===== config.mk =====
export PLATFORM = sky130hd
export DESIGN_NAME = hist_eq_seq
export DESIGN_NICKNAME = d
export VERILOG_FILES = /design/src/rtl/hist_eq_seq.sv
export SDC_FILE = /design/constraint.sdc
export NUM_CORES = 1
export LEC_CHECK = 0
export ABC_CLOCK_PERIOD_IN_PS = 10100
export CAP_MARGIN = 20
export CORE_ASPECT_RATIO = 0.75
export CORE_MARGIN = 2
export CORE_UTILIZATION = 50
export DETAILED_ROUTE_END_ITERATION = 12
export PLACE_DENSITY_LB_ADDON = 0.05
export SLEW_MARGIN = 20
export SYNTH_ARGS = -nofsm -noshare
export SYNTH_HDL_FRONTEND = slang
export SYNTH_SLANG_ARGS = --single-unit

===== constraint.sdc =====
create_clock -name clk -period 10.1 [get_ports clk]
set_clock_uncertainty 0.1 [all_clocks]
set_input_delay 2.02 -clock clk [delete_from_list [all_inputs] [get_ports clk]]
set_output_delay 2.02 -clock clk [all_outputs]
set_load 0.02 [all_outputs]

===== src/rtl/hist_eq_seq.sv =====
// hist_eq_seq: histogram-equalisation mapper, round((cdf-cdf_min)*MAX_LVL/(PIXELS-cdf_min)) via restoring divider
module hist_eq_seq #(
  parameter int PIXELS = 76800,
  parameter int CDF_W  = 17,
  parameter int OUT_W  = 8
) (
  input  logic             clk,
  input  logic             rst,
  input  logic             in_valid,
  output logic             in_ready,
  input  logic [CDF_W-1:0] cdf,
  input  logic [CDF_W-1:0] cdf_min,
  output logic             out_valid,
  input  logic             out_ready,
  output logic [OUT_W-1:0] pxl_out,
  output logic             out_clip,
  output logic             out_err
);
  localparam int NW = CDF_W + OUT_W + 2;
  localparam int CW = $clog2(OUT_W + 2);
  localparam logic [CDF_W-1:0] PIX = CDF_W'(PIXELS);
  localparam logic [OUT_W-1:0] MAX_LVL = '1;
  typedef enum logic [1:0] {IDLE, CALC, DONE} state_t;
  state_t state_q, state_d;
  logic [NW-1:0] num_q, num_d, div_q, div_d, rem;
  logic [OUT_W:0] quo_q, quo_d;
  logic [CW-1:0] cnt_q, cnt_d;
  logic err_q, err_d, clip_q, clip_d, hi_q, hi_d;
  logic [OUT_W-1:0] pxl_q, pxl_d;
  logic out_clip_q, out_clip_d, out_err_q, out_err_d;
  logic [CDF_W-1:0] den, diff;
  logic lo, hi, err, fit;
  assign in_ready  = state_q == IDLE;
  assign out_valid = state_q == DONE;
  assign pxl_out   = pxl_q;
  assign out_clip  = out_clip_q;
  assign out_err   = out_err_q;
  always_comb begin
    err  = cdf_min >= PIX;
    lo   = cdf < cdf_min;
    hi   = cdf > PIX;
    den  = err ? '0 : PIX - cdf_min;
    diff = lo ? '0 : cdf - cdf_min;
    fit  = num_q >= div_q;
    rem  = fit ? num_q - div_q : num_q;
    state_d    = state_q;
    num_d      = num_q;
    div_d      = div_q;
    quo_d      = quo_q;
    cnt_d      = cnt_q;
    err_d      = err_q;
    clip_d     = clip_q;
    hi_d       = hi_q;
    pxl_d      = pxl_q;
    out_clip_d = out_clip_q;
    out_err_d  = out_err_q;
    if (state_q == IDLE && in_valid) begin
      state_d = CALC;
      num_d   = ((NW'(diff) * NW'(MAX_LVL)) << 1) + NW'(den);
      div_d   = NW'(den) << (OUT_W + 1);
      quo_d   = '0;
      cnt_d   = CW'(OUT_W + 1);
      err_d   = err;
      clip_d  = !err && (lo || hi);
      hi_d    = !err && !lo && hi;
    end else if (state_q == CALC) begin
      num_d = rem;
      div_d = div_q >> 1;
      quo_d = {quo_q[OUT_W-1:0], fit};
      cnt_d = cnt_q - 1'b1;
      if (cnt_q == CW'(1)) begin
        state_d    = DONE;
        pxl_d      = err_q ? '0 : hi_q ? MAX_LVL : clip_q ? '0 : quo_d[OUT_W-1:0];
        out_clip_d = clip_q;
        out_err_d  = err_q;
      end
    end else if (state_q == DONE && out_ready) begin
      state_d = IDLE;
    end
  end
  always_ff @(posedge clk) begin
    if (rst) begin
      state_q    <= IDLE;
      num_q      <= '0;
      div_q      <= '0;
      quo_q      <= '0;
      cnt_q      <= '0;
      err_q      <= 1'b0;
      clip_q     <= 1'b0;
      hi_q       <= 1'b0;
      pxl_q      <= '0;
      out_clip_q <= 1'b0;
      out_err_q  <= 1'b0;
    end else begin
      state_q    <= state_d;
      num_q      <= num_d;
      div_q      <= div_d;
      quo_q      <= quo_d;
      cnt_q      <= cnt_d;
      err_q      <= err_d;
      clip_q     <= clip_d;
      hi_q       <= hi_d;
      pxl_q      <= pxl_d;
      out_clip_q <= out_clip_d;
      out_err_q  <= out_err_d;
    end
  end
endmodule


# Word level (Yosys, flattened, before mapping)

Index checks and enable logic that the tools add are counted.

$mul: 1
Magnitude comparators: 4
Reductions and logical operators: 18
Bitwise gates (word level): 1
Add/subtract/negate cells: 5
Mux-type cells: 16
Equal/unequal tests: 5

Operator list:

| kind                   | number |
|---|---|
| $mux 27                | 3 |
| $mux 26                | 2 |
| $mux 17                | 2 |
| $add 26x17->27         | 1 |
| $ge 27x26->1           | 1 |
| $sub 27x26->27         | 1 |
| $mul 17x8->25 const B  | 1 |
| $mux 8                 | 3 |
| $ge 17x17->1 const B   | 1 |
| $gt 17x17->1 const B   | 1 |
| $lt 17x17->1           | 1 |
| $sub 17x17->17         | 1 |
| $sub 17x17->17 const A | 1 |
| $mux 4                 | 2 |
| $mux 2                 | 3 |
| $reduce_and 2->1       | 3 |
| $reduce_bool 2->1      | 3 |
| $logic_and 1x1->1      | 5 |
| $eq 4x1->1 const B     | 1 |
| $sub 4x1->4 const B    | 1 |
| $ne 3x2->1 const B     | 1 |
| $reduce_and 3->1       | 1 |
| $reduce_bool 3->1      | 1 |
| $eq 2x1->1 const B     | 1 |
| 8 further kinds        | 9 |

Output and inout bits: 12
Register bits: 79

# Logic depth before layout (Yosys ltp)

Depth in word-level cells: 5
Gate-level depth with buffers: 38
Depth with buffers taken out: 37

# Worst setup path after synthesis

OpenSTA, ideal clock, no wires.

Kind: input -> register
From: in cdf_min[1]
To: reg num_q[21]
Buffers on the path: 1
Arrival: 8.946 ns
Setup time: 0.096 ns
Setup slack: 0.959 ns
Required time: 9.904 ns
Cell stages on the path: 33
Cell sequence: inv_1 ha_1 nor2b_1 o21a_1 o21ai_0 a21oi_1 a211o_1 nand4_1 a21bo_2 a21oi_1 clkbuf_1 nand2_1 inv_1 fa_1 inv_1 fa_1 inv_1 fa_1 inv_1 fa_1 inv_1 ha_1 nand2_1 o31ai_1 a31oi_1 xnor2_1 ha_1 and3_1 and2_1 a221o_1 and4b_1 xor2_1 a221oi_1

Word-level cells in the longest chain between the ends: 5
Elaborated cells on any way between the ends: 9
Classes of those cells: add/sub (3); mul (1); order compare (2); mux (3)

RTL lines:

| item                                           | RTL line | text |
|---|---|---|
| start, declared                                | 12       | `input logic [CDF_W-1:0] cdf_min,` |
| $sub 17x17->17 or $lt 17x17->1 (tied branches) | 43, 40   |  |
| $mux 17                                        | 43       | `diff = lo ? '0 : cdf - cdf_min;` |
| $mul 17x8->25                                  | 59       | `num_d = ((NW'(diff) * NW'(MAX_LVL)) << 1) + NW'(den);` |
| $add 26x17->27 *                               | 59       |  |
| $mux 27 *                                      | 57       | `if (state_q == IDLE && in_valid) begin` |
| end signal, assigned                           | 96       | `num_q <= num_d;` |
| end, declared                                  | 25       | `logic [NW-1:0] num_q, num_d, div_q, div_d, rem;` |

Mark *: on every way between the ends. The rest lies on a longest branch, timed or not.
A chain may end at the register's enable or synchronous reset.

# Final worst setup path

From: in cdf_min[7]
To: reg num_q[20]

Same word-level chain as after synthesis.

==> insert_results.sql <==
INSERT INTO impl_metrics (metric_group, metric, value, unit) VALUES
('sta', 'max_clock_freq', '103', 'MHz'),
('run', 'drv.max_cap_violation_count', '0', ''),
('drt', 'detail-route-antenna-nets', '0', ''),
('drt', 'postRouteWirelength', '27700', 'um'),
('clocking', 'cts_hold_buf', '0', ''),
('hold_path', 'worst_hold_path_type', 'flop to flop', ''),
('global_routing', 'number_of_global_route_vias_before_repair', '8538', ''),
('clocking', 'clk-insertion-delay-late', '350', 'ps'),
('critical_path', 'worstReg2RegEnd', 'num_q[2]$_SDFFE_PP0P_', ''),
('clocking', 'cts_tree', 'built', ''),
('global_routing', 'grt_usage', '0.266', ''),
('clocking', 'path_clk_slew', '70', 'ps'),
('critical_path', 'critPathArrivalTime', '9860', 'ps'),
('critical_path', 'worstReg2RegStart', 'div_q[1]$_SDFFE_PP0P_', ''),
('layout', 'final_layout_size_suffix_gt1_frac', '0.0760', ''),
('synthesis', 'synth.yosys.seq_area_share', '0.154', ''),
('floorplan', 'start_util', '0.509', ''),
('hold_path', 'min_to', 'quo_q[6]$_SDFFE_PP0P_', ''),
('critical_path', 'critical_path_class', 'input pin to flop', ''),
('floorplan', 'die_h', '128', 'um'),
('sta', 'number_of_endpoints_with_negative_hold_slack_in_the_final_report', '0', ''),
('critical_path', 'cp-start-kind', 'input pin', ''),
('sta', 'fin_tns_setup', '0', 'ps'),
('critical_path', 'critical_path.most_common_cell', 'sky130_fd_sc_hd__inv_1', ''),
('synthesis', 'yosys_warnings', '0', ''),
('synthesis', 'synth.cell_area', '10300', 'um2'),
('floorplan', 'die-area', '21700', 'um2'),
('drt', 'dr_total_vias', '9330', ''),
('global_routing', 'first_pass_grt_wire_length', '46000', 'um'),
('layout', 'syn_to_final_growth', '12.6', '%'),
('global_routing', 'grt_max_degree', '62', ''),
('layout', 'layout_common_cells', 'sky130_fd_sc_hd__inv_1 (181), sky130_fd_sc_hd__a21oi_1 (127), sky130_fd_sc_hd__nand2_1 (124)', ''),
('sta', 'final.min_clock_period', '9720', 'ps'),
('layout', 'layout_commonest_cell', 'sky130_fd_sc_hd__inv_1', ''),
('synthesis', 'postSynthAreaPerCell', '7.74', 'um2'),
('clocking', 'cts_num_sinks', '79', ''),
('synthesis', 'synth_cell_types', '78', ''),
('placed_design', 'pre_cts_slack', '-13.9', 'ps'),
('synthesis', 'post-synth-top-area-fraction', '0.154', ''),
('drt', 'drcViolationCount', '0', ''),
('hold_path', 'timing.hold.worst.start', 'quo_q[6]$_SDFFE_PP0P_', ''),
('layout', 'fin_cells', '1640', ''),
('sta', 'worst-slew-pin-transition', '1090', 'ps'),
('clocking', 'cts.htree.levels', '3', ''),
('status', 'outcome', 'completed', ''),
('critical_path', 'setup.reg_to_reg.worst_slack', '6000', 'ps'),
('floorplan', 'fp-row-count', '45', ''),
('synthesis', 'syn_inst', '1328', ''),
('hold_path', 'min_delay_path_depth', '2', ''),
('drt', 'post_drt_wl_per_cell', '16.9', 'um'),
('critical_path', 'required_time_reported_for_the_critical_path_endpoint', '10250', 'ps'),
('global_routing', 'overflow', '0', ''),
('layout', 'antenna-diode-count', '0', ''),
('critical_path', 'end_kind', 'flop', ''),
('sta', 'slew-limit-headroom', '0.272', ''),
('floorplan', 'core-area', '20200', 'um2'),
('critical_path', 'worstRegToRegCells', '12', ''),
('drt', 'detailed_route_vias_per_instance', '5.69', ''),
('placed_design', 'place.port_buffers', '49', ''),
('placed_design', 'post-place-cells', '1620', ''),
('sta', 'finalMaxSlewViolations', '0', ''),
('critical_path', 'crit_path_max_incr_delay', '570', 'ps'),
('clocking', 'clockBufferDepth', '2', ''),
('placed_design', 'place.detailed.hpwl', '22300', 'um'),
('layout', 'final_net_count', '1595', ''),
('synthesis', 'syn_nets', '1546', ''),
('critical_path', 'crit_fanout', '12', ''),
('placed_design', 'routabilityCongestion', '0.939', ''),
('floorplan', 'die_width', '170', 'um'),
('clocking', 'clockRootBuffer', 'sky130_fd_sc_hd__clkbuf_16', ''),
('global_routing', 'initial_antenna_violation_count', '0', '');
[worst max-delay path, delay by kind of cell]
family | cells | cell delay, ps
adder cells (fa/ha/maj) | 7 | 3210
AO/OA/AOI/OAI | 12 | 2300
buffers and inverters | 9 | 1300
AND/OR/NAND/NOR | 8 | 870
XOR/XNOR | 1 | 150
[timing repair]
item                       CTS  global route
buffers inserted             0             4
gates resized for setup      0            25
setup endpoints to repair    0             9
[routing by layer]
metal	vias to the layer above	part of all wire	GRT usage
met3	9	0.061	0.0374
met2	243	0.40	0.376
met5	-	0	0
met1	4436	0.54	0.434
met4	0	0.0043	0.0287
li1	4642	-	-
[synth_stat cells, types with 14 or more instances]
master and count:
sky130_fd_sc_hd__a21oi_1 130, sky130_fd_sc_hd__dfxtp_1 79, sky130_fd_sc_hd__o21ai_0 34, sky130_fd_sc_hd__a211oi_1 19
sky130_fd_sc_hd__nor3_1 36, sky130_fd_sc_hd__a21o_1 45, sky130_fd_sc_hd__nand3_1 19, sky130_fd_sc_hd__inv_1 182
sky130_fd_sc_hd__nand2_1 125, sky130_fd_sc_hd__ha_1 110, sky130_fd_sc_hd__a22oi_1 18, sky130_fd_sc_hd__xnor2_1 59
sky130_fd_sc_hd__xor2_1 33, sky130_fd_sc_hd__o21a_1 14, sky130_fd_sc_hd__nor2_1 121, sky130_fd_sc_hd__fa_1 70
sky130_fd_sc_hd__clkbuf_1 36
[worst max path at each step]
stage	slack, ps	start	to	depth (start not counted)
floorplan	960	cdf_min[1]	num_q[21]$_SDFFE_PP0P_	33
global placement	-40	cdf_min[2]	num_q[26]$_SDFFE_PP0P_	31
detailed placement	-10	cdf_min[2]	num_q[20]$_SDFFE_PP0P_	31
CTS	290	cdf_min[2]	num_q[26]$_SDFFE_PP0P_	31
global route	-90	cdf_min[7]	num_q[20]$_SDFFE_PP0P_	36
finish	380	cdf_min[7]	num_q[20]$_SDFFE_PP0P_	37
[final cells by class]
cell class / count / area, um2
timing repair buffer: 84 / 748
sequential: 79 / 1580
fill: 1914 / 8640
inverter: 182 / 683
clock buffer: 10 / 239
tap: 258 / 323
multi-input combinational: 1021 / 7950
clock inverter: 6 / 52.6
[flip-flops by register name, summed over array words and instances, names as in the netlist]
| name | cells |
|---|---|
| out_err | 1 |
| cnt_q | 4 |
| div_q | 26 |
| num_q | 27 |
| clip_q | 1 |
| pxl_out | 8 |
| hi_q | 1 |
| out_clip | 1 |
| quo_q | 7 |
| state_q | 2 |
| err_q | 1 |
[logic make-up (layout without fill, tap and decap cells)]
logic type / after synthesis / count (layout) / share of synthesized area
AOI/OAI and AO/OA: 358 / 358 / 0.234
DFF: 79 / 79 / 0.154
and+or+nand+nor: 387 / 387 / 0.174
xor gates and xnor gates: 92 / 92 / 0.0784
muxes: 3 / 3 / 0.00304
buffers and inverters: 228 / 282 / 0.0857
adders and majority gates: 181 / 181 / 0.271
[stage by stage]
stage / utilization / instance area (um2)
floorplan: - / 10300
global route: 0.573 / 11600
CTS: 0.565 / 11400
global placement: 0.551 / 11100
finish: 0.573 / 11600
detailed placement: 0.551 / 11100
Power is not shown: default switching activity piles up to over one toggle a cycle in this logic, so the estimate is an artifact.
